**src/rtl/toy_arb_pkg.sv**
```systemverilog
// Shared types and constants for the RISC_TOY memory arbiter.
// Holds the FSM states, grant encodings, abort pattern and the grant-selection helper.
package toy_arb_pkg;

   typedef enum logic [1:0] {
      IDLE = 2'd0,
      BUSY = 2'd1,
      RESP = 2'd2
   } arb_state_e;

   typedef enum logic {
      GNT_I = 1'b0,
      GNT_D = 1'b1
   } arb_gnt_e;

   localparam logic [31:0] ABORT_DATA = 32'hDEAD_BEEF;

   // With rr set, a contested grant goes to whichever side did not win last time.
   function automatic arb_gnt_e pick_grant(
      input logic     ireq,
      input logic     dreq,
      input logic     rr,
      input arb_gnt_e last
   );
      if (ireq && dreq && rr) begin
         return (last == GNT_D) ? GNT_I : GNT_D;
      end
      return dreq ? GNT_D : GNT_I;
   endfunction

endpackage

```
**src/rtl/mem_arb_timer.sv**
```systemverilog
// Watchdog counter for the memory arbiter: cleared when a transaction starts,
// bumped on every cycle the memory has not acknowledged.
module mem_arb_timer #(
   parameter int TIMEOUT = 15
) (
   input  logic clk,
   input  logic rst,
   input  logic clr,
   input  logic inc,
   output logic expired
);

   logic [7:0] count_q;
   logic [7:0] count_d;

   always_comb begin
      count_d = count_q;
      if (clr) begin
         count_d = 8'd0;
      end else if (inc) begin
         count_d = count_q + 8'd1;
      end
   end

   always_ff @(posedge clk or posedge rst) begin
      if (rst) begin
         count_q <= 8'd0;
      end else begin
         count_q <= count_d;
      end
   end

   // Fires on the cycle whose increment would bring the count up to TIMEOUT.
   assign expired = inc && (count_q == 8'(TIMEOUT - 1));

endmodule

```
**src/rtl/toy_mem_arbiter.sv**
```systemverilog
// Shares one single-port memory between the RISC_TOY fetch (I) and data (D) ports.
// Define ARB_RR_EN for round-robin arbitration; otherwise D always beats I.
module toy_mem_arbiter #(
   parameter int AW      = 30,
   parameter int DW      = 32,
   parameter int TIMEOUT = 15
) (
   input  logic          CLK,
   input  logic          RST,
   input  logic          IREQ,
   input  logic [AW-1:0] IADDR,
   output logic          IACK,
   output logic [DW-1:0] IRDATA,
   input  logic          DREQ,
   input  logic          DRW,
   input  logic [AW-1:0] DADDR,
   input  logic [DW-1:0] DWDATA,
   output logic          DACK,
   output logic [DW-1:0] DRDATA,
   output logic          MREQ,
   output logic          MRW,
   output logic [AW-1:0] MADDR,
   output logic [DW-1:0] MWDATA,
   input  logic          MACK,
   input  logic [DW-1:0] MRDATA,
   output logic          STALL,
   output logic          ERR
);

   import toy_arb_pkg::*;

   arb_state_e    state_q,  state_d;
   arb_gnt_e      gnt_q,    gnt_d;
   logic [AW-1:0] maddr_q,  maddr_d;
   logic          mrw_q,    mrw_d;
   logic [DW-1:0] mwdata_q, mwdata_d;
   logic [DW-1:0] resp_q,   resp_d;
   logic          err_q,    err_d;
   arb_gnt_e      win;
   logic          timer_clr;
   logic          timer_inc;
   logic          timer_expired;

`ifdef ARB_RR_EN
   arb_gnt_e      last_q,   last_d;

   assign win = pick_grant(IREQ, DREQ, 1'b1, last_q);

   always_comb begin
      last_d = last_q;
      if ((state_q == IDLE) && (IREQ || DREQ)) begin
         last_d = win;
      end
   end

   always_ff @(posedge CLK or posedge RST) begin
      if (RST) begin
         last_q <= GNT_I;
      end else begin
         last_q <= last_d;
      end
   end
`else
   assign win = pick_grant(IREQ, DREQ, 1'b0, GNT_I);
`endif

   assign timer_clr = (state_q == IDLE) && (IREQ || DREQ);
   assign timer_inc = (state_q == BUSY) && !MACK;

   mem_arb_timer #(
      .TIMEOUT (TIMEOUT)
   ) u_timer (
      .clk     (CLK),
      .rst     (RST),
      .clr     (timer_clr),
      .inc     (timer_inc),
      .expired (timer_expired)
   );

   always_comb begin
      state_d  = state_q;
      gnt_d    = gnt_q;
      maddr_d  = maddr_q;
      mrw_d    = mrw_q;
      mwdata_d = mwdata_q;
      resp_d   = resp_q;
      err_d    = err_q;
      unique case (state_q)
         IDLE: begin
            if (IREQ || DREQ) begin
               state_d  = BUSY;
               gnt_d    = win;
               maddr_d  = (win == GNT_D) ? DADDR : IADDR;
               mrw_d    = (win == GNT_D) && DRW;
               mwdata_d = (win == GNT_D) ? DWDATA : '0;
            end
         end
         BUSY: begin
            // A late MACK coinciding with expiry still returns real data.
            if (MACK) begin
               resp_d  = MRDATA;
               state_d = RESP;
            end else if (timer_expired) begin
               resp_d  = DW'(ABORT_DATA);
               err_d   = 1'b1;
               state_d = RESP;
            end
         end
         RESP: begin
            state_d = IDLE;
         end
         default: begin
            state_d = IDLE;
         end
      endcase
   end

   always_ff @(posedge CLK or posedge RST) begin
      if (RST) begin
         state_q  <= IDLE;
         gnt_q    <= GNT_I;
         maddr_q  <= '0;
         mrw_q    <= 1'b0;
         mwdata_q <= '0;
         resp_q   <= '0;
         err_q    <= 1'b0;
      end else begin
         state_q  <= state_d;
         gnt_q    <= gnt_d;
         maddr_q  <= maddr_d;
         mrw_q    <= mrw_d;
         mwdata_q <= mwdata_d;
         resp_q   <= resp_d;
         err_q    <= err_d;
      end
   end

   assign MREQ   = (state_q == BUSY);
   assign MRW    = mrw_q;
   assign MADDR  = maddr_q;
   assign MWDATA = mwdata_q;
   assign IACK   = (state_q == RESP) && (gnt_q == GNT_I);
   assign DACK   = (state_q == RESP) && (gnt_q == GNT_D);
   assign IRDATA = resp_q;
   assign DRDATA = resp_q;
   assign ERR    = err_q;
   assign STALL  = (IREQ && !IACK) || (DREQ && !DACK);

endmodule
```
**config.mk**
```make
export PLATFORM = sky130hd
export DESIGN_NAME = toy_mem_arbiter
export DESIGN_NICKNAME = d
export VERILOG_FILES = /design/src/rtl/toy_arb_pkg.sv /design/src/rtl/mem_arb_timer.sv /design/src/rtl/toy_mem_arbiter.sv
export SDC_FILE = /design/constraint.sdc
export NUM_CORES = 1
export LEC_CHECK = 0
export BUFFER_PORTS_ARGS = -buffer_cell sky130_fd_sc_hd__buf_4
export CAP_MARGIN = 20
export CORE_MARGIN = 5
export CORE_UTILIZATION = 47
export CTS_CLUSTER_SIZE = 25
export DETAILED_ROUTE_END_ITERATION = 12
export PLACE_DENSITY = 0.85
export SYNTH_ARGS = -nofsm -noshare
export SYNTH_HDL_FRONTEND = slang
export SYNTH_SLANG_ARGS = --single-unit
```
**constraint.sdc**
```tcl
create_clock -name CLK -period 4.8 [get_ports CLK]
set_clock_uncertainty 0.05 [all_clocks]
set_input_delay 0.24 -clock CLK [delete_from_list [all_inputs] [get_ports CLK]]
set_output_delay 0.24 -clock CLK [all_outputs]
set_load 0.005 [all_outputs]
```
# Yosys cells after proc, flatten, opt, wreduce, memory -nomap -nowiden
# Cells that the tools add are included.
# word_totals
regBits,107
input_bits,130
output_inout_bits,132
wordCells,47
# classes
add_sub_neg,1
eq_ne,5
mux,11
bitwise,2
reduce_logical,20
# op_table
operator,count
two-way mux 32 bit,3
two-way mux 30 bit,1
two-way mux 8 bit,2
adder 8 x 1 -> 8 bit (second input constant),1
== test 8 x 4 -> 1 bit (second input constant),1
logical AND 1 bit,8
two-way mux 2 bit,3
AND reduction 2 bit,3
case mux 2 bit (2 select lines),1
nonzero test 2 bit,2
logical NOT 1 bit,3
inequality test 3 x 1 -> 1 bit (second input constant),1
AND reduction 3 bit,1
== test 2 x 1 -> 1 bit (second input constant),1
== test 2 bit (second input constant),1
logical NOT 2 bit,1
logical OR 1 bit,2
inequality test 2 x 1 -> 1 bit (second input constant),1
NOT 1 bit,2
two-way mux 1 bit,1

# Logic depth before layout (Yosys ltp)
# Gate-level depths: netlist of run 1.
# logic_depth
ltp_word,6
mapped_depth,8
depth_no_buf,7

# Modules after synthesis
# A second synthesis of run 1 with hierarchy kept.
# unflattened
cells_unflattened,337
hier_area_um2,4629.4
# modules_own_cells
module,n_inst,cells_each,area_per_inst_um2,seq_area_each_um2
toy_mem_arbiter,1,294,4204.0,2477.4
mem_arb_timer,1,43,425.4,200.2

# Least setup slack after synthesis of run 1
# No wires, ideal clock.
# synth_path
path_kind,register -> register
from,reg u_timer.count_q[0]
to,reg resp_q[16] (netlist: DRDATA[16])
setup_ps,65
arrival_time_ps,1779
t_required_ps,4685
setup_slack_ps,2906
path_stages_with_launch,9
path_buffers,1
period_less_slack_ps,1894
path_cell_list,dfrtp_1 -> inv_1 -> ha_1 -> or4b_4 -> nor3b_4 -> o21ai_4 -> inv_6 -> buf_8 -> o22a_1
# synth_between
elab_chain_cells,4
# synth_rtl
element,line_no,source
start: declaration,mem_arb_timer.sv:13,logic [7:0] count_q;
start signal: assignment,mem_arb_timer.sv:29,count_q <= count_d;
== test 8 x 4 -> 1 bit,mem_arb_timer.sv:34,assign expired = inc && (count_q == 8'(TIMEOUT - 1));
logical AND 1 bit,mem_arb_timer.sv:34,
nonzero test 2 bit (no source line),n/a,
AND reduction 2 bit (no source line),n/a,
end signal: assignment,toy_mem_arbiter.sv:133,resp_q <= resp_d;
end: declaration,toy_mem_arbiter.sv:37,"logic [DW-1:0] resp_q, resp_d;"
# Every way passes these cells.
# A chain may end at the register's enable or synchronous reset.

# Worst setup path after layout of run 1
# layout_path
from,reg u_timer.count_q[0]
to,reg resp_q[11] (netlist: DRDATA[11])
# Same word-level chain as after synthesis.

==> results of run 1 <==
## Yosys cell counts (3+ instances only)
cell type / n / share of area
a21o_1: 3 / 0.0049
a21oi_1: 4 / 0.0044
a22o_1: 33 / 0.063
a22o_2: 8 / 0.018
buf_1: 3 / 0.0025
buf_4: 32 / 0.053
clkbuf_1: 14 / 0.012
dfrtp_1: 107 / 0.59
inv_1: 4 / 0.0033
mux2i_1: 30 / 0.066
nand2_1: 36 / 0.030
nand4_1: 3 / 0.0041
nor2_1: 5 / 0.0041
o21ai_0: 32 / 0.035
o22a_1: 19 / 0.036
o22a_2: 5 / 0.011
or3_1: 3 / 0.0041
## kinds of logic (layout without fill, tap and decap cells)
| logic type | after synthesis | after routing | synth area share |
|---|---|---|---|
| simple gates | 59 | 59 | 0.0644 |
| compound gates | 111 | 111 | 0.186 |
| buf+inv | 60 | 286 | 0.0861 |
| mux | 30 | 30 | 0.0658 |
| xor+xnor | 3 | 3 | 0.00576 |
| flops | 107 | 107 | 0.587 |
| fa+ha+maj | 2 | 2 | 0.00548 |
## worst max-delay path: stages, from the launching register on
cell	delay (ps)
dfrtp_1	460
inv_1	90
ha_1	130
or4b_4	460
nor3b_4	290
o21ai_4	150
inv_6	190
o22a_1	170
## metrics by stage
| step | utilization | setup WS, ps | total power, W |
|---|---|---|---|
| 5_1_grt | 0.684 | 2610 | 0.00395 |
| 2_1_floorplan | - | 1690 | 0.00227 |
| 3_5_place_dp | 0.660 | 2400 | 0.00316 |
| 3_3_place_gp | 0.660 | 2490 | 0.00310 |
| 6_report | 0.684 | 2740 | 0.00371 |
| 4_1_cts | 0.681 | 2730 | 0.00374 |
## layout by cell type, fill, tap and decap left out, types with 8 or more instances in the layout
master / count
a22o_1: 33
clkbuf_8: 9
o21ai_0: 32
dfrtp_1: 107
buf_4: 264
a22o_2: 8
o22a_1: 19
nand2_1: 36
mux2i_1: 30
## flip-flops by register name, summed over array words and instances (netlist names)
| name | count |
|---|---|
| u_timer.count_q | 8 |
| MRW | 1 |
| DRDATA | 32 |
| state_q | 2 |
| gnt_q | 1 |
| MWDATA | 32 |
| ERR | 1 |
| MADDR | 30 |
## worst max path at each step
stage          cells after the start          to
2_1_floorplan                      1   DRDATA[0]
3_3_place_gp                       4   MADDR[21]
3_5_place_dp                       4   MADDR[25]
4_1_cts                            7  DRDATA[26]
5_1_grt                            7  DRDATA[26]
6_report                           7  DRDATA[11]
## metal layers
layer / wire (microns) / vias to the layer above / share of wire / track usage
met3: 1270 / 19 / 0.099 / 0.0609
met2: 6630 / 196 / 0.52 / 0.372
met5: 0 / - / 0 / 0
met4: 191 / 0 / 0.015 / 0.0622
met1: 4740 / 1760 / 0.37 / 0.258
li1: - / 1755 / - / -
## power groups by stage
stage | Combinational (W) | Sequential (W) | Clock [W]
after floorplan | 0.000705 | 0.00157 | 0
after global placement | 0.00152 | 0.00158 | 0
after detailed placement | 0.00156 | 0.00160 | 0
after CTS | 0.00156 | 0.00160 | 0.000584
after global routing | 0.00168 | 0.00165 | 0.000620
final | 0.00154 | 0.00159 | 0.000570
## final cells by class
| cell class | count | share of cell area |
|---|---|---|
| clock buffers | 9 | 0.0188 |
| inverters | 5 | 0.00398 |
| clock inverters | 7 | 0.0127 |
| multi-input cells | 205 | 0.229 |
| flip-flops and latches | 107 | 0.406 |
| well taps | 133 | 0.0252 |
| repair buffers | 265 | 0.305 |
==> summary.md, run 1 <==
| Metric | Value |
|---|---|
| Status | finished, violations left |
| Violated checks | hold timing |
| Smallest hold slack | -8.59 ps |
| Kind of start point of the critical path | register |
| Maximum level of the CTS H-tree | 3 |
| Final nets | 725 |
| Clock network latency to the later pin of the worst-skew pair | 350 ps |
| Hpwl dp | 10000 microns |
| Area after detailed placement | 0.00636 sq mm |
| Avg Synthesized Cell Area | 12.3 sq um |
| Crit. End Element | register |
| Depth of the worst register-to-register path | 7 |
| Syn_nets | 504 |
| Fin area | 0.00660 sq mm |
| Number of buffers inserted by hold repair at cts | 0 |
| Kind of critical path | reg2reg |
| Die extent in x | 109 microns |
| Root buf cell | clkbuf_8 |
| Post-CTS Setup Bufs | 0 |
| Reg2reg end | DRDATA[11] |
| FILL cells | 742 |
| Number of search-and-repair iterations in the first detailed-routing pass | 4 |
| Total congestion overflow | 0 |
| Total routing usage reported by global routing | 0.214 |
| Post-detailed-route count of antenna-violating nets | 0 |
| Detailed Route Iter0 Violations | 127 |
| Worst IR Drop VDD | 0.309 mV |
| Total of max-cap violations | 0 |
| Worst Path Max Fanout | 25 |
| Via count of the first global-routing pass | 3831 |
| Chip Height | 109 microns |
| Combinational cell fraction of total power | 0.416 |
| Post-synth EDFFs | 0 |
| Max Slew Vio Count | 0 |
| Static leakage power | 3.37 nW |
| Final GP Congestion | 0.812 |
| Synth Register Bits | 107 |
| Initial antenna violation count | 0 |
| Total number of vias | 3730 |
| Portion of the clock cycle consumed by the worst path in the final layout | 0.430 |
| Number of distinct library cell variants in the gate-level netlist after synthesis | 44 |
| Final min period | 2060 ps |
| Port Buf Inserts | 261 |
| Setup repair after global routing missed its margin | false |
| Final setup violation count | 0 |
| Start point of the critical path | u_timer.count_q[0] |
| Part of the Yosys area used for sequential elements | 0.587 |
| Sequential Area | 0.00268 sq mm |
| Setup TNS | 0 ps |
| Layout cells sized above 1 | 0.508 |
| TritonCTS clock tree | yes |
| Core Area | 0.00964 sq mm |
| Clock Pin Slew Worst Setup and Hold Paths | 120 ps |
| Post-Layout Cell Count | 731 |
| Share of synthesized flip-flops with an asynchronous set or reset | 1.00 |
| Max Fclk | 0.485 GHz |
| Post-route DRC | 0 |
| PD cells | 562 mW/mm^2 |
| Endpoints failing hold | 18 |
| Top flip-flop cell by instance count after synthesis | dfrtp_1 |
| Average wire length per cell after detail routing | 17.5 microns |
| Yosys warning count | 0 |
| Area growth from synthesis to layout | 44.6% |
| Antenna diode instance count | 0 |
| Critical path required time | 5040 ps |
| Fraction of power spent switching nets | 0.329 |
| Path type of the worst min-delay path | in2async |
| Worst R2R Setup Slack | 2740 ps |
| Number of placement rows | 36 |
| Register share of total power | 0.430 |
| Drt via density | 5.10 |
| Cells after Synth | 372 |
| Boundary pin count | 262 |
| Relative slew slack | 0.455 |
| Cell internal power dissipation | 0.00249 W |
| Multi-input gate area in the final layout | 0.00151 sq mm |
| Number of CTS-inserted buffers | 9 |
| Launching point of the worst reg2reg path | u_timer.count_q[0] |
| Clock share of power | 0.154 |
| Post-cts sizing count | 0 |
| Slew at the pin closest to its max-slew limit | 818 ps |
| First-pass GRT wire length | 19500 microns |
| Maximum number of pins on one net before global-route repair | 70 |
| TritonCTS Sinks | 107 |
| Number of cells in the design after placement | 714 |
| Initial core utilization | 0.473 |
| Routed wire length | 12800 microns |
| Total standard cell area after synthesis | 0.00456 sq mm |
| Maximum clock path buffer count | 2 |
| Sw power | 0.00122 W |
| Worst EP arrival | 2300 ps |
| Die ar. | 0.0118 sq mm |
Power figures use the tool's default switching activity.
==> run 2: changes to the inputs <==
--- a/config.mk
+++ b/config.mk
@@ -8,10 +8,10 @@
 export BUFFER_PORTS_ARGS = -buffer_cell sky130_fd_sc_hd__buf_4
 export CAP_MARGIN = 20
 export CORE_MARGIN = 5
-export CORE_UTILIZATION = 47
+export CORE_UTILIZATION = 44
 export CTS_CLUSTER_SIZE = 25
 export DETAILED_ROUTE_END_ITERATION = 12
-export PLACE_DENSITY = 0.85
+export PLACE_DENSITY = 0.8
 export SYNTH_ARGS = -nofsm -noshare
 export SYNTH_HDL_FRONTEND = slang
 export SYNTH_SLANG_ARGS = --single-unit
==> constraint.sdc (replaced) <==
create_clock -name CLK -period 2.1 [get_ports CLK]
set_clock_uncertainty 0.05 [all_clocks]
set_input_delay 0.105 -clock CLK [delete_from_list [all_inputs] [get_ports CLK]]
set_output_delay 0.105 -clock CLK [all_outputs]
set_load 0.005 [all_outputs]
==> run 2 against run 1 <==
The run now ends clean. Wire length increased by 22%. Global-route usage increased by 3.6 points. Hold slack improved by 25 ps. Fmax increased by 5.5%. Combinational power increased by 150%. Clock power increased to 2.5 times the previous value. Clock-buffer cell count increased by 2. First-iteration DRC count increased by 120%. Largest power group is now combinational logic.
==> summary.md, run 2 (same netlist as run 1, synthesis figures left out) <==
| Metric | Value |
|---|---|
| Worst IR Drop VDD | 0.622 mV (+100%) |
| Worst R2R Setup Slack | 140 ps (-2590 ps) |
| Area after detailed placement | 0.00644 sq mm (+1.3%) |
| Total routing usage reported by global routing | 0.250 (+0.0362) |
| Average wire length per cell after detail routing | 18.4 microns (+4.6%) |
| Relative slew slack | 0.420 (-0.0345) |
| Total congestion overflow | 0 (unchanged) |
| Number of cells in the design after placement | 722 (+1.1%) |
| Kind of start point of the critical path | register |
| Endpoints failing hold | 0 (-18) |
| FILL cells | 614 (-17%) |
| TritonCTS clock tree | yes |
| Die extent in x | 112 microns (+3.0%) |
| Fin area | 0.00781 sq mm (+18%) |
| Layout cells sized above 1 | 0.432 (-0.0762) |
| Path type of the worst min-delay path | in2reg |
| Reg2reg end | DRDATA[19] |
| First-pass GRT wire length | 25100 microns (+28%) |
| Post-route DRC | 0 (unchanged) |
| Maximum level of the CTS H-tree | 3 (unchanged) |
| Highest-count cells in the layout ignoring fill and taps | 266 x buf_4, 113 x dlygate4sd3_1, 106 x dfrtp_1, 36 x nand2_1, 33 x a22o_1 |
| Detailed Route Iter0 Violations | 281 (+120%) |
| Smallest hold slack | 16.0 ps (+24.6 ps) |
| Static leakage power | 3.87 nW (+15%) |
| Hpwl dp | 9910 microns (-0.93%) |
| Clock network latency to the later pin of the worst-skew pair | 360 ps (about the same) |
| Portion of the clock cycle consumed by the worst path in the final layout | 0.932 (+0.502) |
| Area growth from synthesis to layout | 71.2% |
| Kind of critical path | reg2reg |
| Chip Height | 112 microns (+3.0%) |
| Final min period | 1960 ps (-107 ps) |
| PD cells | 1140 mW/mm^2 (+100%) |
| Depth of the worst register-to-register path | 7 (unchanged) |
| Slew at the pin closest to its max-slew limit | 866 ps (+48.5 ps) |
| Number of CTS-inserted buffers | 9 (unchanged) |
| Max Fclk | 0.511 GHz (+5.5%) |
| Worst Path Max Fanout | 25 (unchanged) |
| Endpoint of the worst hold-timing path | MADDR[27] |
| Final nets | 842 (+16%) |
| Setup TNS | 0 ps (unchanged) |
| Port Buf Inserts | 261 (unchanged) |
| Total number of vias | 4375 (+17%) |
| Maximum clock path buffer count | 2 (unchanged) |
| Final GP Congestion | 0.815 (+0.38%) |
| Crit. End Element | register |
| Number of search-and-repair iterations in the first detailed-routing pass | 4 (unchanged) |
| Most frequent standard cell in the layout excluding fill and tap cells | buf_4 |
| Worst hold stages | 3 |
| Drt via density | 5.13 (+0.52%) |
| Source of the worst hold timing path | IADDR[27] |
| Max Slew Vio Count | 0 (unchanged) |
| Final setup violation count | 0 (unchanged) |
| Core Area | 0.0102 sq mm (+6.1%) |
| Initial core utilization | 0.446 (-0.0274) |
| Post-Layout Cell Count | 853 (+17%) |
| Number of placement rows | 37 (+2.8%) |
| Routed wire length | 15700 microns (+22%) |
| Total of max-cap violations | 0 (unchanged) |
| Status | complete, no violations |
| Post-detailed-route count of antenna-violating nets | 0 (unchanged) |
| Boundary pin count | 262 (unchanged) |
| Launching point of the worst reg2reg path | u_timer.count_q[0] |
| Critical path required time | 2350 ps (-2690 ps) |
| Clock Pin Slew Worst Setup and Hold Paths | 100 ps (-20 ps) |
| Die ar. | 0.0125 sq mm (+6.2%) |
| Setup repair after global routing missed its margin | false |
| Root buf cell | clkbuf_8 |
| Via count of the first global-routing pass | 4779 (+25%) |
| Maximum number of pins on one net before global-route repair | 68 (-2.9%) |
| Worst EP arrival | 2210 ps (-90 ps) |
| Initial antenna violation count | 2 (+2) |
| Post-CTS Setup Bufs | 0 (unchanged) |
| TritonCTS Sinks | 107 (unchanged) |
## run 2: cell count changes in the layout (fill, tap and decap cells not counted), moves of 2 or more
cell	change
buf_12	+3
clkinvlp_4	+3
diode_2	+2
dlygate4sd3_1	+113
clkbuf_8	+2
clkinv_4	-2
buf_4	+2
inv_8	-2
## run 2: worst max-delay path, stage by stage (launching register included)
cell and delay, ps:
dfrtp_1 390, inv_1 60, ha_1 130, or4b_4 460
nor3b_4 280, o21ai_4 150, inv_6 180, o22a_1 190
## run 2: power breakdown
part           internal, W  leakage, nW  total [W]  switching (W)
clock             0.000742        0.112    0.00145       0.000712
sequential         0.00295         1.31    0.00364       0.000693
combinational      0.00233         2.45    0.00383        0.00150
## run 2: layout make-up
cell class                      instances  area (sq um)  share of cell area
Inverter                                5          27.5             0.00352
Sequential cell                       107          2680               0.343
Clock inverter                          5          83.8              0.0107
Multi-Input combinational cell        205          1510               0.193
Tap cell                              136           170              0.0218
Clock buffer                           11           151              0.0194
Antenna cell                            2          5.00            0.000641
Timing Repair Buffer                  382          3190               0.408
## run 2: metal layers
layer | share of wire | global-route usage | vias to the layer above
met5 | 0 | 0 | -
met4 | 0.042 | 0.134 | 0
met3 | 0.083 | 0.0696 | 53
met2 | 0.52 | 0.431 | 235
met1 | 0.36 | 0.281 | 2104
li1 | - | - | 1983
## run 2: how the worst max path moves through the flow
stage / from / endpoint / slack, ps / cells after the start
after detailed placement: u_timer.count_q[1] / DRDATA[19] / 130 / 6
after global routing: u_timer.count_q[0] / DRDATA[19] / 50 / 7
after CTS: u_timer.count_q[1] / DRDATA[19] / 110 / 6
after global placement: u_timer.count_q[1] / DRDATA[31] / 210 / 6
final: u_timer.count_q[0] / DRDATA[19] / 140 / 7
after floorplan: u_timer.count_q[0] / DRDATA[16] / 210 / 8
## run 2: stage by stage
step / utilization / total power [W] / setup slack (ps)
final: 0.764 / 0.00893 / 144
after global routing: 0.764 / 0.00949 / 46.3
after CTS: 0.763 / 0.00887 / 115
after detailed placement: 0.630 / 0.00724 / 133
after global placement: 0.630 / 0.00712 / 209
after floorplan: - / 0.00520 / 206
## run 2: repair_timing
item | 4_1_cts | 5_1_grt
gates resized for setup | 0 | 1
hold endpoints to repair | 118 | 0
hold buffers | 113 | 0
setup endpoints to repair | 0 | 1
==> run 3: changes to the inputs <==
--- a/config.mk
+++ b/config.mk
@@ -11,7 +11,7 @@
 export CORE_UTILIZATION = 44
 export CTS_CLUSTER_SIZE = 25
 export DETAILED_ROUTE_END_ITERATION = 12
-export PLACE_DENSITY = 0.8
+export PLACE_DENSITY = 0.78
 export SYNTH_ARGS = -nofsm -noshare
 export SYNTH_HDL_FRONTEND = slang
 export SYNTH_SLANG_ARGS = --single-unit
==> run 3 against run 2 <==
The run now ends with hold timing left. Final cell count fell by 0.59%. Design area fell by 0.16%. Hold slack got worse by 20 ps. Register-to-register slack got worse by 20 ps. Critical endpoint is now DRDATA[16]. Largest cell class unchanged.
==> summary.md, run 3 (same netlist as run 1, synthesis figures left out) <==
| Metric | Value |
|---|---|
| Status | finished, violations left |
| Violated checks | hold timing |
| Kind of start point of the critical path | register |
| Maximum number of pins on one net before global-route repair | 76 (+12%) |
| Maximum level of the CTS H-tree | 3 (unchanged) |
| Antenna diode instance count | 0 (-2) |
| Drt via density | 5.02 (-2.1%) |
| Path type of the worst min-delay path | in2reg |
| Worst IR Drop VDD | 0.589 mV (-5.2%) |
| Port Buf Inserts | 261 (unchanged) |
| FILL cells | 641 (+4.4%) |
| Max Slew Vio Count | 0 (unchanged) |
| Number of CTS-inserted buffers | 9 (unchanged) |
| Post-Layout Cell Count | 848 (-0.59%) |
| Static leakage power | 3.87 nW (+0.11%) |
| Root buf cell | clkbuf_8 |
| PD cells | 1170 mW/mm^2 (+2.0%) |
| Maximum clock path buffer count | 2 (unchanged) |
| Layout cells sized above 1 | 0.435 (+0.00323) |
| Worst-path cell chain | ha_1, or4b_4, nor3b_4, o21ai_4, inv_6, o22a_1 |
| Final nets | 839 (-0.36%) |
| Number of search-and-repair iterations in the first detailed-routing pass | 4 (unchanged) |
| Portion of the clock cycle consumed by the worst path in the final layout | 0.943 (+0.0113) |
| Chip Height | 112 microns (unchanged) |
| Clock Pin Slew Worst Setup and Hold Paths | 100 ps (about the same) |
| Crit. End Element | register |
| Post-detailed-route count of antenna-violating nets | 0 (unchanged) |
| Final min period | 1980 ps (+23.8 ps) |
| First-pass GRT wire length | 24900 microns (-0.66%) |
| Detailed Route Iter0 Violations | 185 (-34%) |
| Number of placement rows | 37 (unchanged) |
| Endpoints failing hold | 1 (+1) |
| TritonCTS clock tree | yes |
| Most frequent standard cell in the layout excluding fill and tap cells | buf_4 |
| Total of max-cap violations | 0 (unchanged) |
| Number of cells in the design after placement | 724 (+0.28%) |
| Max Fclk | 0.505 GHz (-1.2%) |
| Slew at the pin closest to its max-slew limit | 879 ps (+12.8 ps) |
| Smallest hold slack | -3.48 ps (-19.5 ps) |
| Final setup violation count | 0 (unchanged) |
| Via count of the first global-routing pass | 4674 (-2.2%) |
| Routed wire length | 15300 microns (-2.5%) |
| Total congestion overflow | 0 (unchanged) |
| Die extent in x | 112 microns (unchanged) |
| Average wire length per cell after detail routing | 18.0 microns (-1.9%) |
| Critical path required time | 2350 ps (about the same) |
| Initial antenna violation count | 0 (-2) |
| Initial core utilization | 0.446 (unchanged) |
| Total buffers and inverters traversed by the critical path | 1 (-1) |
| Slowest stage cell, crit path | or4b_4 |
| Boundary pin count | 262 (unchanged) |
| Family with the most delay on the worst path | simple AND/OR/NAND/NOR gates |
| Worst Path Max Fanout | 25 (unchanged) |
| Core Area | 0.0102 sq mm (unchanged) |
| Worst EP arrival | 2230 ps (+20 ps) |
| Total number of vias | 4257 (-2.7%) |
| Relative slew slack | 0.412 (-0.00855) |
| Setup TNS | 0 ps (unchanged) |
| Largest stage delay, worst path | 470 ps (about the same) |
| Die ar. | 0.0125 sq mm (unchanged) |
| Highest-count cells in the layout ignoring fill and taps | 268 x buf_4, 108 x dlygate4sd3_1, 107 x dfrtp_1, 36 x nand2_1, 33 x a22o_1 |
| Setup repair after global routing missed its margin | false |
| Hpwl dp | 9760 microns (-1.5%) |
| TritonCTS Sinks | 107 (unchanged) |
| Clock network latency to the later pin of the worst-skew pair | 360 ps (about the same) |
| Post-route DRC | 0 (unchanged) |
| Total routing usage reported by global routing | 0.247 (-0.00323) |
| Final GP Congestion | 0.791 (-3.0%) |
| Kind of critical path | reg2reg |
| Area growth from synthesis to layout | 71.0% |
[run 3: changes by cell type in the layout (fill, tap and decap cells not counted), sizes merged]
cell	previous run	this run
bufinv	2	4
inv	5	4
dlygate4sd3	113	108
buf	269	271
diode	2	0
clkinv	0	1
clkbuf	11	9
[run 3: path summary, 6_finish.rpt]
kind / start / to / slack [ps] / cells after the start
worst max-delay path: u_timer.count_q[1] / DRDATA[16] / 120 / 6
worst min-delay path: DADDR[28] / MADDR[28] / -3 / 3
worst max register to register: u_timer.count_q[1] / DRDATA[16] / 120 / 6
worst min register to register: ERR / ERR / 420 / 1
max in group asynchronous: RST / state_q[1] / 1290 / 4
min in group asynchronous: RST / MWDATA[21] / 360 / 4
[run 3: per-layer routing]
| layer | global-route usage | wire length [microns] | up-vias |
|---|---|---|---|
| li1 | - | - | 1976 |
| met4 | 0.0779 | 359 | 0 |
| met3 | 0.0658 | 1130 | 28 |
| met2 | 0.451 | 8190 | 199 |
| met1 | 0.280 | 5580 | 2054 |
| met5 | 0 | 0 | - |
[run 3: area by class of cell]
cell class | count | area [sq um] | share of cell area
multi-input combinational | 205 | 1510 | 0.193
clock inverter | 7 | 140 | 0.0180
tap | 136 | 170 | 0.0218
sequential | 107 | 2680 | 0.343
clock buffer | 9 | 124 | 0.0159
inverter | 5 | 27.5 | 0.00353
timing repair buffer | 379 | 3150 | 0.404
[run 3: timing repair]
| item | in CTS | in global routing |
|---|---|---|
| hold endpoints to repair | 193 | 1 |
| resized for setup | 0 | 0 |
| hold buffers | 107 | 1 |
| setup buffers | 0 | 0 |
[run 3: report_power, final]
group          switching (W)  internal, W  total, W
clock               0.000694     0.000910   0.00160
combinational        0.00151      0.00235   0.00385
sequential          0.000684      0.00295   0.00363
total                0.00288      0.00621   0.00909
[run 3: stage by stage]
step | worst slack, ps | util | total power (W) | area (sq um)
after CTS | 124 | 0.762 | 0.00904 | 7790
after floorplan | 206 | - | 0.00520 | 4570
final | 120 | 0.763 | 0.00909 | 7800
after global placement | 205 | 0.631 | 0.00714 | 6460
after global routing | 5.61 | 0.763 | 0.00966 | 7800
after detailed placement | 146 | 0.631 | 0.00726 | 6460
[run 3: tightest hold or removal path, stage by stage]
cell	delay, ps
buf_4	80
mux2i_1	60
o21ai_0	130
